## config.mk

```make
export PLATFORM = sky130hd
export DESIGN_NAME = dc_ipu_pixel_sink
export DESIGN_NICKNAME = d
export VERILOG_FILES = /design/src/rtl/dc_ipu_pixel_sink.sv
export SDC_FILE = /design/constraint.sdc
export NUM_CORES = 1
export LEC_CHECK = 0
export BUFFER_PORTS_ARGS = -buffer_cell sky130_fd_sc_hd__buf_2
export CORE_MARGIN = 5
export CORE_UTILIZATION = 50
export CTS_CLUSTER_SIZE = 40
export DETAILED_ROUTE_END_ITERATION = 8
export GPL_TIMING_DRIVEN = 0
export PLACE_DENSITY = 0.65
export REMOVE_ABC_BUFFERS = 1
export SETUP_SLACK_MARGIN = 0.1
export SYNTH_ARGS = -nofsm -noshare
export SYNTH_HDL_FRONTEND = slang
export SYNTH_SLANG_ARGS = --single-unit
```

## constraint.sdc

```tcl
create_clock -name clk -period 5.6 [get_ports clk]
set_clock_uncertainty 0.2 [all_clocks]
set_input_delay 0.56 -clock clk [delete_from_list [all_inputs] [get_ports clk]]
set_output_delay 0.56 -clock clk [all_outputs]
set_load 0.1 [all_outputs]
```

## src/rtl/dc_ipu_pixel_sink.sv

```systemverilog
// dc_ipu_pixel_sink: first-word-fall-through output FIFO that tags
// filtered pixels with sof/eol/eof from latched frame dimensions.
module dc_ipu_pixel_sink #(
  parameter int COLOR_WIDTH = 8,
  parameter int DEPTH       = 16,
  parameter int DIM_WIDTH   = 12
) (
  input  logic                     clk,
  input  logic                     reset,
  input  logic [DIM_WIDTH-1:0]     cfg_width,
  input  logic [DIM_WIDTH-1:0]     cfg_height,
  input  logic                     in_valid,
  output logic                     in_ready,
  input  logic [3*COLOR_WIDTH-1:0] in_pixel,
  output logic                     out_valid,
  input  logic                     out_ready,
  output logic [3*COLOR_WIDTH-1:0] out_pixel,
  output logic                     out_sof,
  output logic                     out_eol,
  output logic                     out_eof,
  output logic [$clog2(DEPTH):0]   level,
  output logic                     frame_done,
  output logic                     cfg_err
);

  localparam int PW = 3 * COLOR_WIDTH;
  localparam int AW = $clog2(DEPTH);
  localparam int EW = PW + 3;
  localparam logic [AW:0] LVL_FULL = (AW + 1)'(DEPTH);

  typedef enum logic {
    IDLE,
    RUN
  } state_t;

  state_t state_q, state_d;

  logic [EW-1:0]        mem [DEPTH];
  logic [EW-1:0]        head;
  logic [AW-1:0]        wr_ptr, rd_ptr;
  logic [AW:0]          level_q;
  logic [DIM_WIDTH-1:0] w_q, h_q;
  logic [DIM_WIDTH-1:0] w_m1, h_m1;
  logic [DIM_WIDTH-1:0] x_q, y_q, x_d, y_d;
  logic                 frame_done_q;
  logic                 full, push, pop;
  logic                 tag_sof, tag_eol, tag_eof;

  assign w_m1 = w_q - 1'b1;
  assign h_m1 = h_q - 1'b1;

  assign full      = (level_q == LVL_FULL);
  assign out_valid = (level_q != '0);
  assign cfg_err   = (state_q == IDLE) && ((w_q == '0) || (h_q == '0));

  // Hold input off while the frame_done pulse of the previous frame is out
  assign in_ready = ~full & ~cfg_err &
                    ~((state_q == IDLE) & frame_done_q);

  assign push = in_valid & in_ready;
  assign pop  = out_valid & out_ready;

  assign head = mem[rd_ptr];
  assign {out_eof, out_eol, out_sof, out_pixel} = out_valid ? head : '0;

  assign level      = level_q;
  assign frame_done = frame_done_q;

  always_comb begin
    state_d = state_q;
    x_d     = x_q;
    y_d     = y_q;
    tag_sof = (state_q == IDLE);
    tag_eol = (x_q == w_m1);
    tag_eof = tag_eol && (y_q == h_m1);
    if (push) begin
      if (tag_eof) begin
        x_d     = '0;
        y_d     = '0;
        state_d = IDLE;
      end else if (tag_eol) begin
        x_d     = '0;
        y_d     = y_q + 1'b1;
        state_d = RUN;
      end else begin
        x_d     = x_q + 1'b1;
        state_d = RUN;
      end
    end
  end

  always_ff @(posedge clk) begin
    if (push) begin
      mem[wr_ptr] <= {tag_eof, tag_eol, tag_sof, in_pixel};
    end
  end

  always_ff @(posedge clk) begin
    if (reset) begin
      state_q      <= IDLE;
      x_q          <= '0;
      y_q          <= '0;
      w_q          <= '0;
      h_q          <= '0;
      wr_ptr       <= '0;
      rd_ptr       <= '0;
      level_q      <= '0;
      frame_done_q <= 1'b0;
    end else begin
      state_q <= state_d;
      x_q     <= x_d;
      y_q     <= y_d;
      if (state_q == IDLE) begin
        w_q <= cfg_width;
        h_q <= cfg_height;
      end
      if (push) begin
        wr_ptr <= wr_ptr + 1'b1;
      end
      if (pop) begin
        rd_ptr <= rd_ptr + 1'b1;
      end
      unique case ({push, pop})
        2'b10:   level_q <= level_q + 1'b1;
        2'b01:   level_q <= level_q - 1'b1;
        default: level_q <= level_q;
      endcase
      frame_done_q <= pop & head[EW-1];
    end
  end

endmodule

```

==> results by group <==
Outcome
  • Status: finished, final reports clean

Clocking
  • Setup bufs post-CTS: 0
  • Post-cts resize count: 0
  • Hold_buf cts: 19
  • H-tree depth: 2
  • CTS tree: yes
  • Skew-Pair Late Insertion Delay: around 0.58 ns
  • Clock sink count: about 500
  • CTS buffer count: 51
  • Worst-path clk slew: 0.06 ns
  • CTS root buf: clkbuf_16
  • CTS max path bufs: 3

Detailed routing
  • Vias per Instance: 5.777
  • Met1 WL: about 18000 um
  • DR WL/cell: 23.57 um
  • Detailed Routing Iterations Pass 1: 5
  • Initial drt markers: 743
  • Top Metal Used: met4
  • # DRC: 0
  • Met2 WL: 21710 um
  • WL final: around 42000 um
  • Met3 WL: 2010 um
  • DR vias: approximately 10000
  • Routed Antenna Nets: 0

Final layout
  • Final instance area: 23550 um2
  • Area Overhead vs Synth: 16.66%
  • Storage cell area: approximately 14000 um2
  • Multi-input gate area: 5683 um2
  • Number of fillers in the final layout: 2963
  • Nets: 1294
  • Share of layout cells above drive strength 1: 28.30%
  • Diodes inserted: 0

Timing
  • Max frequency: about 0.23 GHz
  • Slack of the critical path: 1.201 ns
  • RSZ-0062 raised after global routing: false
  • Fin. Hold Viols: 0
  • Max-Slew Margin vs Limit: 11.63%
  • Final-report setup violation count: 0
  • Minimum clock period: 4.399 ns
  • Max Slew Vio Count: 0
  • Worst Tran Pin Value: around 1.3 ns
  • Tcrit/Tclk final: just under 80%

Logic synthesis
  • Synthesized area: 20190 um2
  • Ys flop type: edfxtp_1
  • Post-synth EDFFs: 432
  • Asr flop ratio synth: 0%
  • Seq cells post-synth: 499
  • Largest family of logic cells by synthesized area: multiplexers
  • Synth Area in Simple Gates: 5.770%
  • Yosys cell types: 58
  • Seq/Total Area, Yosys: 70.91%
  • Post-Synth Adder-Cell Area: 0.9669%
  • Warnings, synthesis: 0
  • Mapped Cells: around 1100
  • Avg Inst Size Synth: 18.44 um2
  • Synth Area in XOR/XNOR: 2.126%
  • Post-synthesis mux area share: 16.36%
  • Compound-Gate Fraction of Synth Area: under 10%

Floorplanning
  • Core Area: roughly 40000 um2
  • Rows: 73
  • Initial core utilization: 50.69%
  • DIE WIDTH: about 210 um
  • Io pins: 88
  • Die Y: 210.9 um
  • Die ar.: 44490 um2

Worst setup path
  • Worst Path Buf+Inv: 0
  • WP depth: 6
  • Critical path class: reg2reg
  • Crit path launch: h_q[2]
  • Critical path capture point: mem[3][26]
  • Worst reg-to-reg path cell count: 6
  • Data required time of the worst path: 5.61 ns
  • Crit-path max FO: 16
  • R2R setup slack: 1.20 ns
  • Reg2reg end: mem[3][26]
  • Critical Path Max Stage Delay: 1.01 ns
  • CP Launch Type: register
  • WP data arrival: between 4 and 5 ns
  • CP max-delay cell: o21ai_0
  • FF-to-FF Start: h_q[2]
  • Critical path, cell by cell: or3_1 -> nor4_1 -> o32ai_1 -> o21ai_0 -> nand2_1 -> nor4_2
  • Worst setup EP type: register
  • Critical path's top delay family: simple AND/OR/NAND/NOR gates

GRT
  • All-layer global routing usage: 19.38%
  • Largest net degree at the start of global routing: 60
  • Antenna violations before repair: 1
  • Vias in the first global route: around 11000
  • First-pass GRT wire length: 65410 um
  • Grt ovf: 0

Power
  • Pint: roughly 7100 uW
  • Net switching fraction of the power: between 30% and 40%
  • Clock power frac: between 20% and 30%
  • Switching Power: 3842 uW
  • Combinational power share: 30.3%
  • Seq pwr share: between 40% and 50%
  • PwrDens: approximately 460 nW/um2
  • Peak supply drop: 346.4 uV
  • Leakage: 0.007696 uW

Place
  • Area after DPL: 21780 um2
  • RePlAce Congestion: 0.7956
  • Pre-CTS setup slack: 1.241 ns
  • Detailed placement HPWL: 25750 um
  • IO Port Bufs: 87

Flow run
  • MaxCap Viol Count: 0

Hold path
  • Hold Crit Start: cfg_width[10]
  • HP Class: in2reg
Yosys cell counts, types with 2 or more instances:
master	count	share of area [%]
nand3_1	11	0.27
nand2_1	20	0.37
nand4_1	12	0.37
o21ai_0	8	0.20
and3_1	9	0.28
clkbuf_1	40	0.74
a31oi_1	2	0.062
nand3b_1	2	0.074
buf_1	10	0.19
buf_2	8	0.20
xor2_1	23	1.0
and3b_1	2	0.087
a2111oi_0	2	0.087
inv_1	17	0.32
nor2b_1	6	0.19
and4_1	5	0.22
nor2_1	77	1.4
a21o_1	3	0.11
a21boi_0	4	0.15
and2_1	30	0.93
mux4_2	135	15
or4_1	2	0.074
nor3_1	11	0.27
a21oi_1	33	0.82
xnor2_1	26	1.1
or3_1	5	0.15
o21ai_1	7	0.17
nor4_1	4	0.12
ha_1	14	0.87
mux2i_1	25	1.2
edfxtp_1	432	64
nand4b_1	7	0.30
dfxtp_1	67	6.6
nor4_2	4	0.25
a211oi_1	3	0.11
a32oi_1	2	0.087
o21a_1	2	0.074
nand2b_1	5	0.15
through the flow:
stage          hold WS [ns]  power (uW)  cells  utilization [%]  TNS (ns)
2_1_floorplan        0.2621        7175   1035                -    -34.48
4_1_cts            0.003688       11080   1790            59.12         0
3_5_place_dp         0.3085        7846   1680            54.69         0
6_report            0.02823       10950   1790            59.14         0
3_3_place_gp         0.3025        8136   1647            52.82   -501.06
5_1_grt             0.02697       11390   1790            59.14         0
state kept, by name, summed over array words and instances, names as in the netlist, named ones only:
signal and flops:
level 5, wr_ptr 4, h_q 12, rd_ptr 4
y_q 12, x_q 12, mem 432, frame_done 1
state_q 1, w_q 12
worst min-delay path, stage by stage:
cell,delay [ns]
buf_2,0.07
mux2i_1,0.06
nor2_1,0.08
how the worst min path moves through the flow:
| stage | depth (start not counted) | end | slack [ns] |
|---|---|---|---|
| 3_5_place_dp | 2 | y_q[1] | 0.31 |
| 5_1_grt | 3 | h_q[5] | 0.03 |
| 3_3_place_gp | 2 | x_q[1] | 0.30 |
| 4_1_cts | 3 | w_q[10] | 0.004 |
| 6_report | 3 | w_q[10] | 0.03 |
| 2_1_floorplan | 2 | y_q[1] | 0.26 |
cell type report:
class	count	area share, %
timing repair buffer	139	5.270
multi-input combinational	518	24.13
clock inverter	26	1.052
clock buffer	65	5.642
inverter	18	0.2869
tap	525	2.789
sequential	499	60.83
layout by cell type, fill, tap and decap left out, drive strengths merged, types with 2 or more instances in the layout:
cell type	synthesis	layout
nand4	12	12
and4	5	5
and2	30	30
xor2	23	23
clkinv	0	19
a21boi	4	4
ha	14	14
nor4	8	8
nor3	12	12
o21a	3	3
clkbuf	40	65
nor2b	6	6
nand4b	7	7
dfxtp	67	67
a211oi	3	3
a32oi	2	2
buf	20	120
a2111oi	2	2
a21oi	33	33
a31oi	2	2
or3	5	5
nand2b	5	5
nand3b	2	2
and3	9	9
or4	3	3
nand2	20	20
mux2i	25	25
nand3	11	11
o21ai	15	15
bufinv	0	4
and3b	2	2
xnor2	26	26
mux4	135	135
a21o	3	3
dlygate4sd3	0	19
edfxtp	432	432
inv	18	20
nor2	77	77
power groups by stage:
stage | sequential (uW) | combinational (uW) | clock, uW
6_report | 4410 | 3310 | 3220
5_1_grt | 4450 | 3480 | 3460
4_1_cts | 4420 | 3360 | 3300
3_5_place_dp | 4500 | 3350 | 0
3_3_place_gp | 4690 | 3450 | 0
2_1_floorplan | 4650 | 2520 | 0
cell families after synthesis:
family | count (synthesis)
flops | 499
simple gates | 217
mux | 161
buf+inv | 78
compound gates | 76
xor+xnor | 49
fa+ha+maj | 15
metal layers:
| metal | global-route usage [%] | vias to the layer above |
|---|---|---|
| met4 | 5.723 | 0 |
| met5 | 0 | - |
| li1 | - | 4649 |
| met3 | 2.629 | 60 |
| met1 | 26.35 | 5386 |
| met2 | 33.18 | 246 |
Power figures use the tool's default switching activity.
